<file path="config.mk">
export PLATFORM = sky130hd
export DESIGN_NAME = uart_tx_ecc
export DESIGN_NICKNAME = d
export VERILOG_FILES = /design/src/rtl/uart_ecc_pkg.sv /design/src/rtl/hamming_enc.sv /design/src/rtl/uart_tx_ecc.sv
export SDC_FILE = /design/constraint.sdc
export NUM_CORES = 1
export LEC_CHECK = 0
export BUFFER_PORTS_ARGS = -buffer_cell sky130_fd_sc_hd__buf_2
export CORE_MARGIN = 4
export CORE_UTILIZATION = 30
export CTS_CLUSTER_DIAMETER = 200
export DETAILED_ROUTE_END_ITERATION = 12
export MAX_ROUTING_LAYER = met4
export PLACE_DENSITY = 0.5
export SLEW_MARGIN = 0
export SYNTH_ARGS = -nofsm -noshare
export SYNTH_HDL_FRONTEND = slang
export SYNTH_SLANG_ARGS = --single-unit
</file>
<file path="constraint.sdc">
create_clock -name clk_50M -period 3.2 [get_ports clk_50M]
set_input_delay 0.32 -clock clk_50M [delete_from_list [all_inputs] [get_ports clk_50M]]
set_output_delay 0.32 -clock clk_50M [all_outputs]
set_load 0.01 [all_outputs]
</file>
<file path="src/rtl/uart_ecc_pkg.sv">
// Shared types and constant helpers for the Hamming-protected UART transmitter
// and the receiver-side checker that reuses hamming_enc.
package uart_ecc_pkg;

  typedef enum logic [1:0] {
    IDLE      = 2'd0,
    START_BIT = 2'd1,
    CODE_BITS = 2'd2,
    STOP_BIT  = 2'd3
  } state_t;

  localparam logic LINE_IDLE = 1'b1;

  function automatic int code_len(int data_w);
    case (data_w)
      4:       return 7;
      11:      return 15;
      default: return 12;
    endcase
  endfunction

  function automatic int parity_cnt(int data_w);
    return (data_w == 4) ? 3 : 4;
  endfunction

  function automatic bit is_pow2(int p);
    return (p > 0) && ((p & (p - 1)) == 0);
  endfunction

  // Payload bit index carried at codeword position p: data fills from position n downward.
  function automatic int data_index(int n, int p);
    int idx;
    idx = 0;
    for (int q = n; q > p; q--) begin
      if (!is_pow2(q)) idx++;
    end
    return idx;
  endfunction

  // Bit q-1 set for every position q whose index has bit k set.
  function automatic logic [15:0] cover_mask(int k);
    logic [15:0] m;
    m = '0;
    for (int q = 1; q <= 16; q++) begin
      if (((q >> k) & 1) == 1) m[q-1] = 1'b1;
    end
    return m;
  endfunction

endpackage

</file>
<file path="src/rtl/hamming_enc.sv">
// Combinational even-parity Hamming encoder; code bit i-1 carries position i,
// with an optional overall-parity bit appended above position N.
module hamming_enc
  import uart_ecc_pkg::*;
#(
  parameter int DATA_W = 8,
  parameter int SECDED = 0
) (
  input  logic [DATA_W-1:0]                   data,
  output logic [code_len(DATA_W)+SECDED-1:0]  code
);

  localparam int N = code_len(DATA_W);
  localparam int P = parity_cnt(DATA_W);

  logic [N-1:0] spread;
  logic [N-1:0] cw;
  logic [P-1:0] par;

  // Check positions are zero in spread so each mask XOR sees only payload bits.
  for (genvar p = 1; p <= N; p++) begin : g_pos
    if (is_pow2(p)) begin : g_chk_slot
      assign spread[p-1] = 1'b0;
      assign cw[p-1]     = par[$clog2(p)];
    end else begin : g_data_slot
      assign spread[p-1] = data[data_index(N, p)];
      assign cw[p-1]     = spread[p-1];
    end
  end

  for (genvar k = 0; k < P; k++) begin : g_par
    assign par[k] = ^(spread & N'(cover_mask(k)));
  end

  if (SECDED == 1) begin : g_secded
    assign code = {^cw, cw};
  end else begin : g_sec
    assign code = cw;
  end

endmodule

</file>
<file path="src/rtl/uart_tx_ecc.sv">
// UART transmitter: start bit, Hamming codeword (LSB position first), optional
// overall parity, then 1 or 2 stop bits. tx/busy/tx_done are registered.
module uart_tx_ecc
  import uart_ecc_pkg::*;
#(
  parameter int CYCLES_PER_BIT = 434,
  parameter int DATA_W         = 8,
  parameter int SECDED         = 0,
  parameter int STOP_BITS      = 1
) (
  input  logic              clk_50M,
  input  logic              rst,
  input  logic              in_valid,
  input  logic [DATA_W-1:0] in_data,
  output logic              in_ready,
  output logic              tx,
  output logic              busy,
  output logic              tx_done,
  output logic [1:0]        state
);

  localparam int N     = code_len(DATA_W);
  localparam int CW    = N + SECDED;
  localparam int CYC_W = (CYCLES_PER_BIT > 1) ? $clog2(CYCLES_PER_BIT) : 1;
  localparam int BIT_W = $clog2(N + 2);

  localparam logic [CYC_W-1:0] CYC_LAST  = CYC_W'(CYCLES_PER_BIT - 1);
  localparam logic [BIT_W-1:0] CODE_LAST = BIT_W'(CW - 1);
  localparam logic [BIT_W-1:0] STOP_LAST = BIT_W'(STOP_BITS - 1);

  state_t            state_q, state_n;
  logic [CYC_W-1:0]  cyc_q, cyc_n;
  logic [BIT_W-1:0]  bit_q, bit_n;
  logic [CW-1:0]     shreg_q, shreg_n;
  logic [CW-1:0]     code;
  logic              tx_q, tx_n;
  logic              busy_q, busy_n;
  logic              done_q, done_n;

  hamming_enc #(.DATA_W(DATA_W), .SECDED(SECDED)) u_enc (
    .data (in_data),
    .code (code)
  );

  // Handshake: a word transfers on a rising edge where in_valid && in_ready;
  // in_ready is high only in IDLE outside reset, and in_data is sampled only then.
  assign in_ready = (state_q == IDLE) && !rst;
  assign tx       = tx_q;
  assign busy     = busy_q;
  assign tx_done  = done_q;
  assign state    = state_q;

  always_comb begin
    state_n = state_q;
    cyc_n   = cyc_q;
    bit_n   = bit_q;
    shreg_n = shreg_q;
    tx_n    = tx_q;
    done_n  = 1'b0;
    case (state_q)
      IDLE: begin
        tx_n = LINE_IDLE;
        if (in_valid && in_ready) begin
          state_n = START_BIT;
          shreg_n = code;
          cyc_n   = '0;
          bit_n   = '0;
          tx_n    = 1'b0;
        end
      end
      START_BIT: begin
        cyc_n = cyc_q + 1'b1;
        if (cyc_q == CYC_LAST) begin
          cyc_n   = '0;
          state_n = CODE_BITS;
          tx_n    = shreg_q[0];
          shreg_n = shreg_q >> 1;
        end
      end
      CODE_BITS: begin
        cyc_n = cyc_q + 1'b1;
        if (cyc_q == CYC_LAST) begin
          cyc_n = '0;
          if (bit_q == CODE_LAST) begin
            state_n = STOP_BIT;
            bit_n   = '0;
            tx_n    = LINE_IDLE;
          end else begin
            bit_n   = bit_q + 1'b1;
            tx_n    = shreg_q[0];
            shreg_n = shreg_q >> 1;
          end
        end
      end
      STOP_BIT: begin
        cyc_n = cyc_q + 1'b1;
        if (cyc_q == CYC_LAST) begin
          cyc_n = '0;
          if (bit_q == STOP_LAST) begin
            state_n = IDLE;
            bit_n   = '0;
            done_n  = 1'b1;
          end else begin
            bit_n = bit_q + 1'b1;
          end
        end
      end
      default: begin
        state_n = IDLE;
        tx_n    = LINE_IDLE;
      end
    endcase
    busy_n = (state_n != IDLE);
  end

  always_ff @(posedge clk_50M) begin
    if (rst) begin
      state_q <= IDLE;
      cyc_q   <= '0;
      bit_q   <= '0;
      shreg_q <= '0;
      tx_q    <= LINE_IDLE;
      busy_q  <= 1'b0;
      done_q  <= 1'b0;
    end else begin
      state_q <= state_n;
      cyc_q   <= cyc_n;
      bit_q   <= bit_n;
      shreg_q <= shreg_n;
      tx_q    <= tx_n;
      busy_q  <= busy_n;
      done_q  <= done_n;
    end
  end

endmodule

</file>
==> results.yml, run 1 <==
worst_setup_path:
  rr_worst_depth: 6
  worstPathCellList: "inv_1, ha_1, and4b_1, a211o_1, nor2_1, o221a_2"
  cp-end-kind: "flop"
  slowest_stage: "nor2_1"
  r2r-end: "shreg_q[1]"
  worstPathArrival_ns: 2.57
  crit_fanout: 11
  setup.worst_path.start: "state[0]"
  critPathLaunchType: "flop"
  worstPathRequired_ns: 3.43
  rrSetupSlack_ns: 0.86
  critPathBufInv: 1
  r2r_start: "state[0]"
  critical_path_class: "reg -> reg"
  cpLargestDelayFamily: "simple AND/OR/NAND/NOR gates"
  cpPeakStageDelay_ns: 0.60
layout:
  fin_util: 0.345
  drive_gt1_frac: 0.152
  diodes: 0
  syn2layout_area_growth_pct: 10.8
  fin_nets: 243
synth:
  yosysSeqAreaShare: 0.322
  ys.flop_type: "dfxtp_1"
  synth_top_area_share: 0.322
  synth_most_common_cell: "dfxtp_1"
  ys_ff_latch: 30
  synthArstFlopShare: 0
  synth_area_leaders: "dfxtp_1, ha_1, a21oi_1, mux2i_1, a211oi_1"
  avgSynthCellArea_sq_um: 8.91
  yosys-top-cells-count: "dfxtp_1, a21oi_1, nand2_1"
  syn_nets: 230
  synth_area_sq_mm: 0.00186
  yosysUniqueCellTypes: 54
  yosys.area.top_type: "dfxtp_1"
  postSynthCellCount: 209
  synth_edf_count: 0
  ys_warn_count: 0
placement:
  portBuffers: 16
  gp_congestion: 0.766
  hpwl_um: 3100
  place_ws_ns: 0.866
clock_network:
  ctsResizeCount: 0
  postCtsSetupBuffers: 0
  clkSlewWorstSetupHoldPaths_ns: 0.07
  clockRootBuffer: "clkbuf_8"
  holdBufCountCts: 0
  cts_max_path_buffers: 2
  cts_made_buffers: 5
  cts_tree: "yes"
  cts.sinks: 30
  worstSkewPairLatency_ns: 0.28
  htreeDepth: 2
power_and_ir_drop:
  ir_drop_mv: 0.173
  powerDensity_mw_per_mm2: 486
  p_leak_nw: 0.771
  total_power_mw: 1.00
route:
  post_drt_via_cell_ratio: 5.55
  drtIter0Drc: 63
  antenna_left: 0
  dr_total_vias: 1654
  drc: 0
  wl_um: 4500
  first_pass_iters: 4
  wl_per_cell_um: 15.1
hold_path:
  holdPathStages: 3
  min_path_type: "in -> reg"
  hold_start: "in_data[0]"
  hold_end: "shreg_q[11]"
sta:
  period_share: 0.732
  drv_slew: 0
  period_needed_ns: 2.34
  hold_violations: 0
  tightest_slew_ns: 0.772
  setup_viol: 0
  fmaxAchievable_ghz: 0.427
  slew_headroom: 0.483
  finClkSkew_ns: 0.00898
  hold-worst-slack_ns: 0.374
  finalWorstSetupSlack_ns: 0.856
  rsz0062_at_grt: "false"
  setup_tns_ns: 0
die:
  die_area_sq_mm: 0.00754
  die_x_um: 86.8
  die_h_um: 86.8
  initial_core_util: 0.311
  io_pins: 17
  rows: 28
  core_area_sq_mm: 0.00599
global_routing:
  grt_pass1_vias: 1490
  antenna_found_initial: 0
  grt-ovfl-total: 0
  grt_pass1_wl_um: 7380
  grt_use_total: 0.128
  grt_max_degree: 28
flow_run:
  cap_violations: 0
status:
  outcome: "complete, no violations"
[per-layer routing]
layer | up-vias | GRT usage | wire [um]
li1 | 821 | - | -
met3 | 2 | 0.0418 | 232
met5 | - | - | 0
met4 | 0 | 0.0340 | 23
met2 | 43 | 0.170 | 1970
met1 | 788 | 0.183 | 2280
[metrics by stage]
stage / instances / instance area (sq um)
2_1_floorplan: 209 / 1860
3_3_place_gp: 290 / 1970
3_5_place_dp: 290 / 1970
4_1_cts: 298 / 2060
5_1_grt: 298 / 2060
6_report: 298 / 2060
[report_power, final]
| part | switching (mW) | leakage (nW) | total (mW) | internal (mW) |
|---|---|---|---|---|
| logic | 0.149 | 0.478 | 0.252 | 0.104 |
| registers | 0.0224 | 0.245 | 0.431 | 0.409 |
| clock network | 0.146 | 0.0482 | 0.320 | 0.173 |
| total | 0.317 | 0.771 | 1.00 | 0.686 |
[sequential cells by signal (all words and copies together), names as in the netlist]
register,cells
bit_q,4
busy,1
cyc_q,9
shreg_q,12
state,2
tx,1
tx_done,1
[cell usage in the layout, fill, tap and decap left out, types with 3 or more instances in the layout]
cell type and n:
a311oi_1 5, xnor2_1 4, buf_2 16, nor3_1 4
nand2_1 14, clkbuf_8 6, or4_1 3, xor2_1 4
a211oi_1 12, a21oi_1 23, nor2_1 13, mux2i_1 10
nand3_1 7, inv_1 7, ha_1 10, o21ai_0 10
dfxtp_1 30
[worst max-delay path by stage]
| stage | end | slack, ns | cells after the start |
|---|---|---|---|
| final | shreg_q[1] | 0.86 | 6 |
| after global routing | shreg_q[6] | 0.74 | 6 |
| after CTS | shreg_q[1] | 0.87 | 6 |
| after detailed placement | shreg_q[1] | 0.87 | 6 |
| after global placement | shreg_q[1] | 0.92 | 6 |
| after floorplan | shreg_q[1] | 1.24 | 8 |
[worst min-delay path: cells and delay by family]
kind | cells | cell delay, ns
AOI/OAI and AO/OA | 1 | 0.06
buffers and inverters | 1 | 0.13
and+or+nand+nor | 1 | 0.09
[cell families (layout without fill, tap and decap cells)]
kind of cell,after synthesis,in the layout,share of synthesized area
DFF,30,30,0.322
muxes,10,10,0.0537
and+or+nand+nor,59,59,0.182
AOI/OAI and AO/OA,70,70,0.255
xor gates and xnor gates,10,10,0.0618
buffers and inverters,20,34,0.0584
adders and majority gates,10,10,0.0672
[cell type report]
type                       instances  area, sq um
clock buffer                       7         86.3
clock inverter                     1         5.00
fill                             635         3930
inverter                           8         30.0
multi-input combinational        159         1150
sequential                        30          601
tap                               75         93.8
timing repair buffer              18         95.1
Power figures use the tool's default switching activity.
==> run 2, diff against run 1 <==
==> constraint.sdc (replaced) <==
create_clock -name clk_50M -period 2.4 [get_ports clk_50M]
set_input_delay 0.24 -clock clk_50M [delete_from_list [all_inputs] [get_ports clk_50M]]
set_output_delay 0.24 -clock clk_50M [all_outputs]
set_load 0.01 [all_outputs]
==> run 2 against run 1 <==
Net effect: utilization grew 1.0 points; design area increased by 3.0%; wire length decreased by 2.6%; sequential power is 33% higher; power increased by 42%; register-to-register slack worse by 0.54 ns; worst setup slack got worse by 0.54 ns; combinational power up 38%; clock power up 58%; clock-buffer cell count decreased by 2; critical endpoint is now bit_q[1]; highest routed layer unchanged.
==> results.yml, run 2 (synthesized netlist as in run 1, its figures left out) <==
sta:
  finalWorstSetupSlack_ns: 0.312
  period_needed_ns: 2.09
  setup_viol: 0
  tightest_slew_ns: 0.571
  hold_violations: 0
  period_share: 0.870
  finClkSkew_ns: 0.00899
  fmaxAchievable_ghz: 0.479
  drv_slew: 0
  setup_tns_ns: 0
  slew_headroom: 0.610
  rsz0062_at_grt: "false"
worst_setup_path:
  worstPathRequired_ns: 2.62
  slowest_stage: "or4b_1"
  crit_fanout: 9
  critical_path_class: "reg -> reg"
  cpPeakStageDelay_ns: 0.54
  critPathLaunchType: "flop"
  worstPathCellList: "inv_1, ha_1, nor2_1, a21oi_2, or4b_1, a21oi_1"
  cp-end-kind: "flop"
  worstPathArrival_ns: 2.31
clock_network:
  holdBufCountCts: 0
  cts_made_buffers: 5
  clockRootBuffer: "clkbuf_8"
  htreeDepth: 2
  clkSlewWorstSetupHoldPaths_ns: 0.07
  cts.sinks: 30
  ctsResizeCount: 0
  postCtsSetupBuffers: 0
  cts_tree: "yes"
  worstSkewPairLatency_ns: 0.29
  cts_max_path_buffers: 2
layout:
  fin_nets: 249
  syn2layout_area_growth_pct: 14.2
  largest_register_ffs: 12
  layout_commonest_cell: "dfxtp_1"
  final_cell_mix: "dfxtp_1, a21oi_1, buf_2, nand2_1, nor2_1"
  regMostFlops: "shreg_q"
  diodes: 0
  drive_gt1_frac: 0.179
  top_regs: "shreg_q: 12 flops, cyc_q: 9 flops, bit_q: 4 flops"
route:
  post_drt_via_cell_ratio: 5.36
  wl_per_cell_um: 14.4
  first_pass_iters: 4
  wl_um: 4390
  drtIter0Drc: 107
  dr_total_vias: 1629
  drc: 0
  antenna_left: 0
global_routing:
  grt_max_degree: 28
  grt_pass1_vias: 1494
  antenna_found_initial: 0
  grt_pass1_wl_um: 7340
  grt-ovfl-total: 0
  grt_use_total: 0.129
die:
  die_h_um: 86.8
  initial_core_util: 0.311
  rows: 28
  die_area_sq_mm: 0.00754
  die_x_um: 86.8
  core_area_sq_mm: 0.00599
  io_pins: 17
power_and_ir_drop:
  ir_drop_mv: 0.291
  p_leak_nw: 0.812
  powerDensity_mw_per_mm2: 671
placement:
  portBuffers: 16
  gp_congestion: 0.763
  place_ws_ns: 0.350
  hpwl_um: 3030
flow_run:
  cap_violations: 0
status:
  outcome: "complete, no violations"
hold_path:
  min_path_type: "in -> reg"
## run 2: cell types whose count changed in the layout (fill, tap and decap cells not counted)
cell       delta
clkbuf_1      -1
clkbuf_8      -1
buf_4         +6
bufinv_16     +1
clkinv_2      +1
## run 2: final cells by class
| cell class | instances | area, sq um |
|---|---|---|
| clock buffer | 5 | 68.8 |
| clock inverter | 3 | 40.0 |
| fill | 622 | 3860 |
| inverter | 8 | 30.0 |
| multi-input combinational | 159 | 1150 |
| sequential | 30 | 601 |
| tap | 75 | 93.8 |
| timing repair buffer | 24 | 140 |
## run 2: worst max-delay path: cells and delay by family (launching register included)
kind | cells | cell delay (ns)
adders and majority gates | 1 | 0.32
AOI/OAI and AO/OA | 2 | 0.27
buffers and inverters | 1 | 0.13
and+or+nand+nor | 2 | 0.87
DFF | 1 | 0.43
## run 2: metrics by stage
stage	hold WS, ns	instances	cell area [sq um]	util	total power [mW]
floorplan	0.410	209	1860	-	0.841
CTS	0.257	304	2130	0.355	1.45
finish	0.268	304	2130	0.355	1.43
global placement	0.458	296	2020	0.337	0.936
detailed placement	0.462	296	2020	0.337	0.933
global route	0.269	304	2130	0.355	1.51
## run 2: worst paths after layout
check / start / endpoint / slack, ns / cells after the start
worst min register to register: shreg_q[7] / shreg_q[7] / 0.48 / 2
worst min-delay path: in_data[0] / shreg_q[11] / 0.27 / 3
worst max register to register: state[0] / bit_q[1] / 0.31 / 6
worst max-delay path: state[0] / bit_q[1] / 0.31 / 6
## run 2: power breakdown
group,internal [mW],switching (mW),leakage (nW)
logic,0.152,0.196,0.509
registers,0.545,0.0286,0.245
clock network,0.305,0.201,0.0579
## run 2: per-layer routing
| metal | part of all wire | wire length (um) | track usage |
|---|---|---|---|
| met1 | 0.51 | 2260 | 0.183 |
| met2 | 0.42 | 1850 | 0.171 |
| met3 | 0.044 | 193 | 0.0304 |
| met4 | 0.020 | 89 | 0.0567 |
| met5 | 0 | 0 | - |
